<file path="src/rtl/alu_pkg.sv">
// alu_pkg: shared definitions for the ALU operand dispatcher.
//   - XLEN / opcode / register-index / shift-amount widths
//   - ALU opcode constants and the legal-opcode / shift-opcode helpers
//   - alu_disp_state_t: dispatcher FSM states
package alu_pkg;

  localparam int XLEN    = 32;
  localparam int OP_W    = 5;
  localparam int REG_W   = 5;
  localparam int SHAMT_W = 5;

  localparam logic [OP_W-1:0] OP_ADD  = 5'd0;
  localparam logic [OP_W-1:0] OP_SUB  = 5'd1;
  localparam logic [OP_W-1:0] OP_SLT  = 5'd2;
  localparam logic [OP_W-1:0] OP_SLTU = 5'd3;
  localparam logic [OP_W-1:0] OP_XOR  = 5'd4;
  localparam logic [OP_W-1:0] OP_OR   = 5'd6;
  localparam logic [OP_W-1:0] OP_AND  = 5'd7;
  localparam logic [OP_W-1:0] OP_SLL  = 5'd8;
  localparam logic [OP_W-1:0] OP_SRL  = 5'd12;
  localparam logic [OP_W-1:0] OP_SRA  = 5'd13;

  typedef enum logic [1:0] {
    IDLE    = 2'd0,
    ISSUE   = 2'd1,
    CAPTURE = 2'd2,
    RESP    = 2'd3
  } alu_disp_state_t;

  function automatic logic is_shift_op(input logic [OP_W-1:0] op);
    return (op == OP_SLL) || (op == OP_SRL) || (op == OP_SRA);
  endfunction

  function automatic logic is_legal_op(input logic [OP_W-1:0] op);
    case (op)
      OP_ADD, OP_SUB, OP_SLT, OP_SLTU, OP_XOR,
      OP_OR, OP_AND, OP_SLL, OP_SRL, OP_SRA: return 1'b1;
      default:                               return 1'b0;
    endcase
  endfunction

endpackage

</file>
<file path="src/rtl/alu_operand_fmt.sv">
// alu_operand_fmt: combinational operand-2 formatter.
//   op      in  5  : ALU opcode
//   rs2     in 32  : register operand 2
//   imm     in 32  : sign-extended immediate
//   use_imm in  1  : select imm instead of rs2
//   dat2    out 32 : formatted operand 2 (shift amount masked for shifts)
module alu_operand_fmt
  import alu_pkg::*;
(
  input  logic [OP_W-1:0] op,
  input  logic [XLEN-1:0] rs2,
  input  logic [XLEN-1:0] imm,
  input  logic            use_imm,
  output logic [XLEN-1:0] dat2
);

  // Only the low SHAMT_W bits are a shift amount; SRAI carries its
  // arithmetic-select bit at imm[10], which must not reach the shifter.
  function automatic logic [XLEN-1:0] mask_shamt(input logic [XLEN-1:0] v);
    return {{(XLEN-SHAMT_W){1'b0}}, v[SHAMT_W-1:0]};
  endfunction

  logic [XLEN-1:0] src2;

  always_comb begin
    src2 = use_imm ? imm : rs2;
    dat2 = is_shift_op(op) ? mask_shamt(src2) : src2;
  end

endmodule

</file>
<file path="src/rtl/alu_dispatch.sv">
// alu_dispatch: producer side of the ALU functional-unit interface.
// Accepts one decoded op per issue handshake, presents formatted operands
// to the registered ALU units for one dat_ready cycle, captures ALU_result
// the cycle after, and returns it on the wb valid/ready handshake.
// Ports:
//   soc_clk, reset_n (sync, active-low)
//   issue_valid/issue_ready, issue_op, issue_rs1, issue_rs2, issue_imm,
//   issue_use_imm, issue_rd                 : decode side
//   dat_ready, ALU_dat1, ALU_dat2, Instruction_to_ALU, ALU_result : unit bank
//   wb_valid/wb_ready, wb_data, wb_rd       : writeback side
//   wb_illegal                              : only with ALU_DISPATCH_ILLEGAL_OP_EN
// Macro ALU_DISPATCH_ILLEGAL_OP_EN: flags opcodes outside the legal set,
// suppresses their dat_ready and returns zero data for them.
module alu_dispatch
  import alu_pkg::*;
(
  input  logic             soc_clk,
  input  logic             reset_n,
  input  logic             issue_valid,
  output logic             issue_ready,
  input  logic [OP_W-1:0]  issue_op,
  input  logic [XLEN-1:0]  issue_rs1,
  input  logic [XLEN-1:0]  issue_rs2,
  input  logic [XLEN-1:0]  issue_imm,
  input  logic             issue_use_imm,
  input  logic [REG_W-1:0] issue_rd,
  output logic             dat_ready,
  output logic [XLEN-1:0]  ALU_dat1,
  output logic [XLEN-1:0]  ALU_dat2,
  output logic [OP_W-1:0]  Instruction_to_ALU,
  input  logic [XLEN-1:0]  ALU_result,
  output logic             wb_valid,
  input  logic             wb_ready,
  output logic [XLEN-1:0]  wb_data,
`ifdef ALU_DISPATCH_ILLEGAL_OP_EN
  output logic             wb_illegal,
`endif
  output logic [REG_W-1:0] wb_rd
);

  alu_disp_state_t state, state_nxt;
  logic            accept;
  logic [XLEN-1:0] dat2_fmt;
  logic [REG_W-1:0] rd_p0;
  logic            illegal_p0;

  alu_operand_fmt u_fmt (
    .op      (issue_op),
    .rs2     (issue_rs2),
    .imm     (issue_imm),
    .use_imm (issue_use_imm),
    .dat2    (dat2_fmt)
  );

  always_ff @(posedge soc_clk) begin
    if (!reset_n) state <= IDLE;
    else          state <= state_nxt;
  end

  always_comb begin
    state_nxt = state;
    case (state)
      IDLE:    if (accept) state_nxt = ISSUE;
      ISSUE:   state_nxt = CAPTURE;
      CAPTURE: state_nxt = RESP;
      RESP:    if (wb_ready) state_nxt = accept ? ISSUE : IDLE;
      default: state_nxt = IDLE;
    endcase
  end

  always_comb begin
    issue_ready = (state == IDLE) || ((state == RESP) && wb_ready);
    accept      = issue_valid && issue_ready;
    dat_ready   = (state == ISSUE) && !illegal_p0;
    wb_valid    = (state == RESP);
  end

`ifdef ALU_DISPATCH_ILLEGAL_OP_EN
  always_ff @(posedge soc_clk) begin
    if (!reset_n)    illegal_p0 <= 1'b0;
    else if (accept) illegal_p0 <= !is_legal_op(issue_op);
  end
  assign wb_illegal = wb_valid && illegal_p0;
`else
  assign illegal_p0 = 1'b0;
`endif

  always_ff @(posedge soc_clk) begin
    if (!reset_n) begin
      ALU_dat1           <= '0;
      ALU_dat2           <= '0;
      Instruction_to_ALU <= '0;
      rd_p0              <= '0;
      wb_data            <= '0;
      wb_rd              <= '0;
    end else begin
      // accept: operands stay put until the next accept
      if (accept) begin
        ALU_dat1           <= issue_rs1;
        ALU_dat2           <= dat2_fmt;
        Instruction_to_ALU <= issue_op;
        rd_p0              <= issue_rd;
      end
      // capture: unit result is only valid the cycle after dat_ready
      if (state == CAPTURE) begin
        wb_data <= illegal_p0 ? '0 : ALU_result;
        wb_rd   <= rd_p0;
      end
    end
  end

endmodule

</file>
<file path="config.mk">
export PLATFORM = sky130hd
export DESIGN_NAME = alu_dispatch
export DESIGN_NICKNAME = d
export VERILOG_FILES = /design/src/rtl/alu_pkg.sv /design/src/rtl/alu_operand_fmt.sv /design/src/rtl/alu_dispatch.sv
export SDC_FILE = /design/constraint.sdc
export NUM_CORES = 1
export LEC_CHECK = 0
export CORE_ASPECT_RATIO = 1.25
export CORE_MARGIN = 2
export CORE_UTILIZATION = 39
export DETAILED_ROUTE_END_ITERATION = 12
export PLACE_DENSITY = 0.77
export RECOVER_POWER = 100
export SYNTH_ARGS = -nofsm -noshare
export SYNTH_HDL_FRONTEND = slang
export SYNTH_SLANG_ARGS = --single-unit
</file>
<file path="constraint.sdc">
create_clock -name soc_clk -period 2.1 [get_ports soc_clk]
set_input_delay 0.42 -clock soc_clk [delete_from_list [all_inputs] [get_ports soc_clk]]
set_output_delay 0.42 -clock soc_clk [all_outputs]
set_load 0.03 [all_outputs]
</file>
==> flow_metrics.py <==
metrics = {
    "outcome": {
        "status": "complete, no violations",
    },
    "setup_path": {
        "crit_slowest_cell": "dfxtp_1",
        "worstSetupEndpointType": "primary output",
        "crit_path_frequent_cell": "inv_1",
        "crit_path_cell_trace": "inv_1, ha_1, a21oi_4, inv_1, clkbuf_4",
        "setup.worst_path.start": "state[0]$_SDFFE_PN0P_",
        "cp.required_ns": 1.68,
        "startpoint_type": "register",
        "worstPathMaxFanout": 5,
        "rr_startpoint": "state[0]$_SDFFE_PN0P_",
        "crit_type": "register to primary output",
        "arrival_ns": 1.55,
        "critPathMaxStageDelay_ns": 0.36,
    },
    "drt": {
        "drc": 0,
        "drt_iter0_drc": 243,
        "ant_nets": 0,
        "drt-wirelength-per-cell_um": 16.3,
        "totalWireLength_um": 14500,
        "dr_total_vias": 4599,
        "firstDrtPassIters": 5,
        "viasPerCell": 5.17,
    },
    "global_route": {
        "track_usage_pct": 22.8,
        "use_met3_pct": 8.82,
        "use_met1_pct": 25.0,
        "grt_pass1_vias": 4631,
        "grt_max_degree": 64,
        "met2_usage_pct": 39.4,
        "antenna_found_initial": 0,
        "busiest_layer": "met2",
        "overflow": 0,
        "grt_pass1_wl_um": 22900,
    },
    "placed_design": {
        "hpwl_um": 10700,
        "place_inst": 860,
        "place_congestion": 0.807,
        "pre_cts_ws_ns": 0.101,
        "io_buffers": 251,
    },
    "cts": {
        "cts_inserted_buffers": 17,
        "cts-root-buf": "clkbuf_16",
        "ctsHoldBuffers": 0,
        "cts_max_level": 4,
        "clkSinkCount": 113,
        "clock_path_buffers": 2,
        "cts_tree": "yes",
        "clk-insertion-delay-late_ns": 0.40,
        "clk_pin_slew_ns": 0.05,
    },
    "sta": {
        "setup_tns_ns": 0,
        "setup_viol": 0,
        "worst_pin_slew_ns": 0.682,
        "clock.fmax_mhz": 507,
        "hold_viol": 0,
        "post-route-period-util_pct": 93.9,
        "fin_ws_ns": 0.128,
        "slew_viol_final": 0,
        "finClkSkew_ns": 0.00472,
        "relSlewSlack_pct": 54.5,
        "rsz0062_at_grt": "no",
        "fin_crit_ns": 1.97,
    },
    "die": {
        "num_rows": 44,
        "initial_core_util_pct": 40.1,
        "die_w_um": 102,
        "fp.dieH_um": 126,
        "coreArea_um2": 11600,
        "die-area_um2": 12800,
        "ioPinCount": 252,
    },
    "synthesis": {
        "ys_ff_latch": 113,
        "syn_area_per_cell_um2": 9.69,
        "synth.yosys.seq_area_share_pct": 48.6,
        "synth_nets": 628,
        "yosysWarnings": 0,
        "syn_area_um2": 4650,
        "syn_inst": 480,
        "synthDistinctLibCells": 25,
    },
    "cells_and_area": {
        "mostFrequentLayoutCell": "clkdlybuf4s50_1",
        "final_nets": 867,
        "area_delta_synth_final_pct": 66.0,
        "antenna_cells": 0,
        "layout_common_cells": "140 x clkdlybuf4s50_1, 112 x dfxtp_1, 106 x dlygate4sd3_1, 69 x mux2i_1, 48 x a21oi_1",
        "drive_gt1_share_pct": 7.00,
        "fin_cells": 890,
    },
    "worst_hold_path": {
        "worstHoldStart": "issue_valid",
        "hold_class": "input pin to register",
    },
    "power": {
        "cellLeakagePower_nw": 3.16,
        "ir_worst_vdd_uv": 651,
        "pwr_density_cell_nw_per_um2": 1190,
    },
    "run": {
        "drv_cap": 0,
    },
}
per-stage QoR:
step	util, %	hold WS [ns]	total power, W	area [µm²]
final	66.5	0.425	0.00921	7730
after global routing	66.5	0.425	0.00967	7730
after CTS	67.9	0.410	0.00959	7890
after detailed placement	63.2	0.467	0.00694	7340
after global placement	63.2	0.459	0.00685	7340
after floorplan	-	0.454	0.00527	4650
cells in the mapped netlist, drive strengths merged:
| master | number | area (µm²) |
|---|---|---|
| nor2b | 2 | 12.5 |
| inv | 5 | 18.8 |
| or3b | 1 | 8.76 |
| o311a | 1 | 10.0 |
| nor2 | 40 | 150 |
| ha | 5 | 62.6 |
| a211o | 1 | 8.76 |
| a311o | 1 | 10.0 |
| clkbuf | 28 | 105 |
| o21ai | 43 | 215 |
| nand2 | 27 | 101 |
| nand2b | 1 | 6.26 |
| o32ai | 27 | 387 |
| a21oi | 49 | 249 |
| mux2i | 69 | 691 |
| nand3 | 42 | 210 |
| buf | 19 | 100 |
| dfxtp | 113 | 2260 |
| o31ai | 1 | 7.51 |
| a211oi | 5 | 37.5 |
cell type report:
cell class,instances,area [µm²]
fill,939,3890
tap,161,201
multi-input combinational,315,2040
timing repair buffer,267,2660
clock buffer,23,488
clock inverter,6,57.6
sequential,113,2260
inverter,5,21.3
where the power goes:
group	switching, W	internal, W	leakage [nW]
Clock	0.000907	0.00172	0.271
Sequential	0.000229	0.00260	0.924
Combinational	0.00227	0.00148	1.97
Total	0.00340	0.00580	3.16
critical path: cells and delay by family, from the launching register on:
| kind | cells | cell delay [ns] |
|---|---|---|
| buf+inv | 3 | 0.38 |
| flops | 1 | 0.36 |
| fa+ha+maj | 1 | 0.26 |
| compound gates | 1 | 0.15 |
final timing paths:
path	to	slack, ns	cells past startpoint
hold / removal	ALU_dat1[0]$_SDFFE_PN0P_	0.43	3
setup / recovery	issue_ready	0.13	5
hold reg to reg	ALU_dat1[4]$_SDFFE_PN0P_	0.47	2
setup reg to reg	ALU_dat2[3]$_SDFFE_PN0P_	0.24	7
kinds of logic (layout without fill, tap and decap cells):
kind of cell,after synthesis,after routing,synth area share (%)
AOI/OAI and AO/OA,128,128,19.9
DFF,113,113,48.6
muxes,69,69,14.8
buffers and inverters,52,301,4.81
adders and majority gates,5,5,1.34
and+or+nand+nor,113,113,10.5
flip-flops by register name, indices dropped and copies added (netlist names):
signal              count
ALU_dat1               32
Instruction_to_ALU      5
state                   2
rd_p0                   5
ALU_dat2               32
wb_data                32
wb_rd                   5
routing by layer:
layer / share of wire (%) / vias up
li1: - / 2194
met1: 38 / 2168
met2: 51 / 212
met3: 8.9 / 25
met4: 2.1 / 0
met5: 0 / -
what timing repair did:
| action | 4_1_cts | 5_1_grt |
|---|---|---|
| hold endpoints to repair | 0 | 0 |
| endpoints found under the setup margin | 2 | 1 |
| buffers inserted | 0 | 1 |
| resized for setup | 2 | 1 |
No activity file was read; power rests on OpenSTA's default activity.
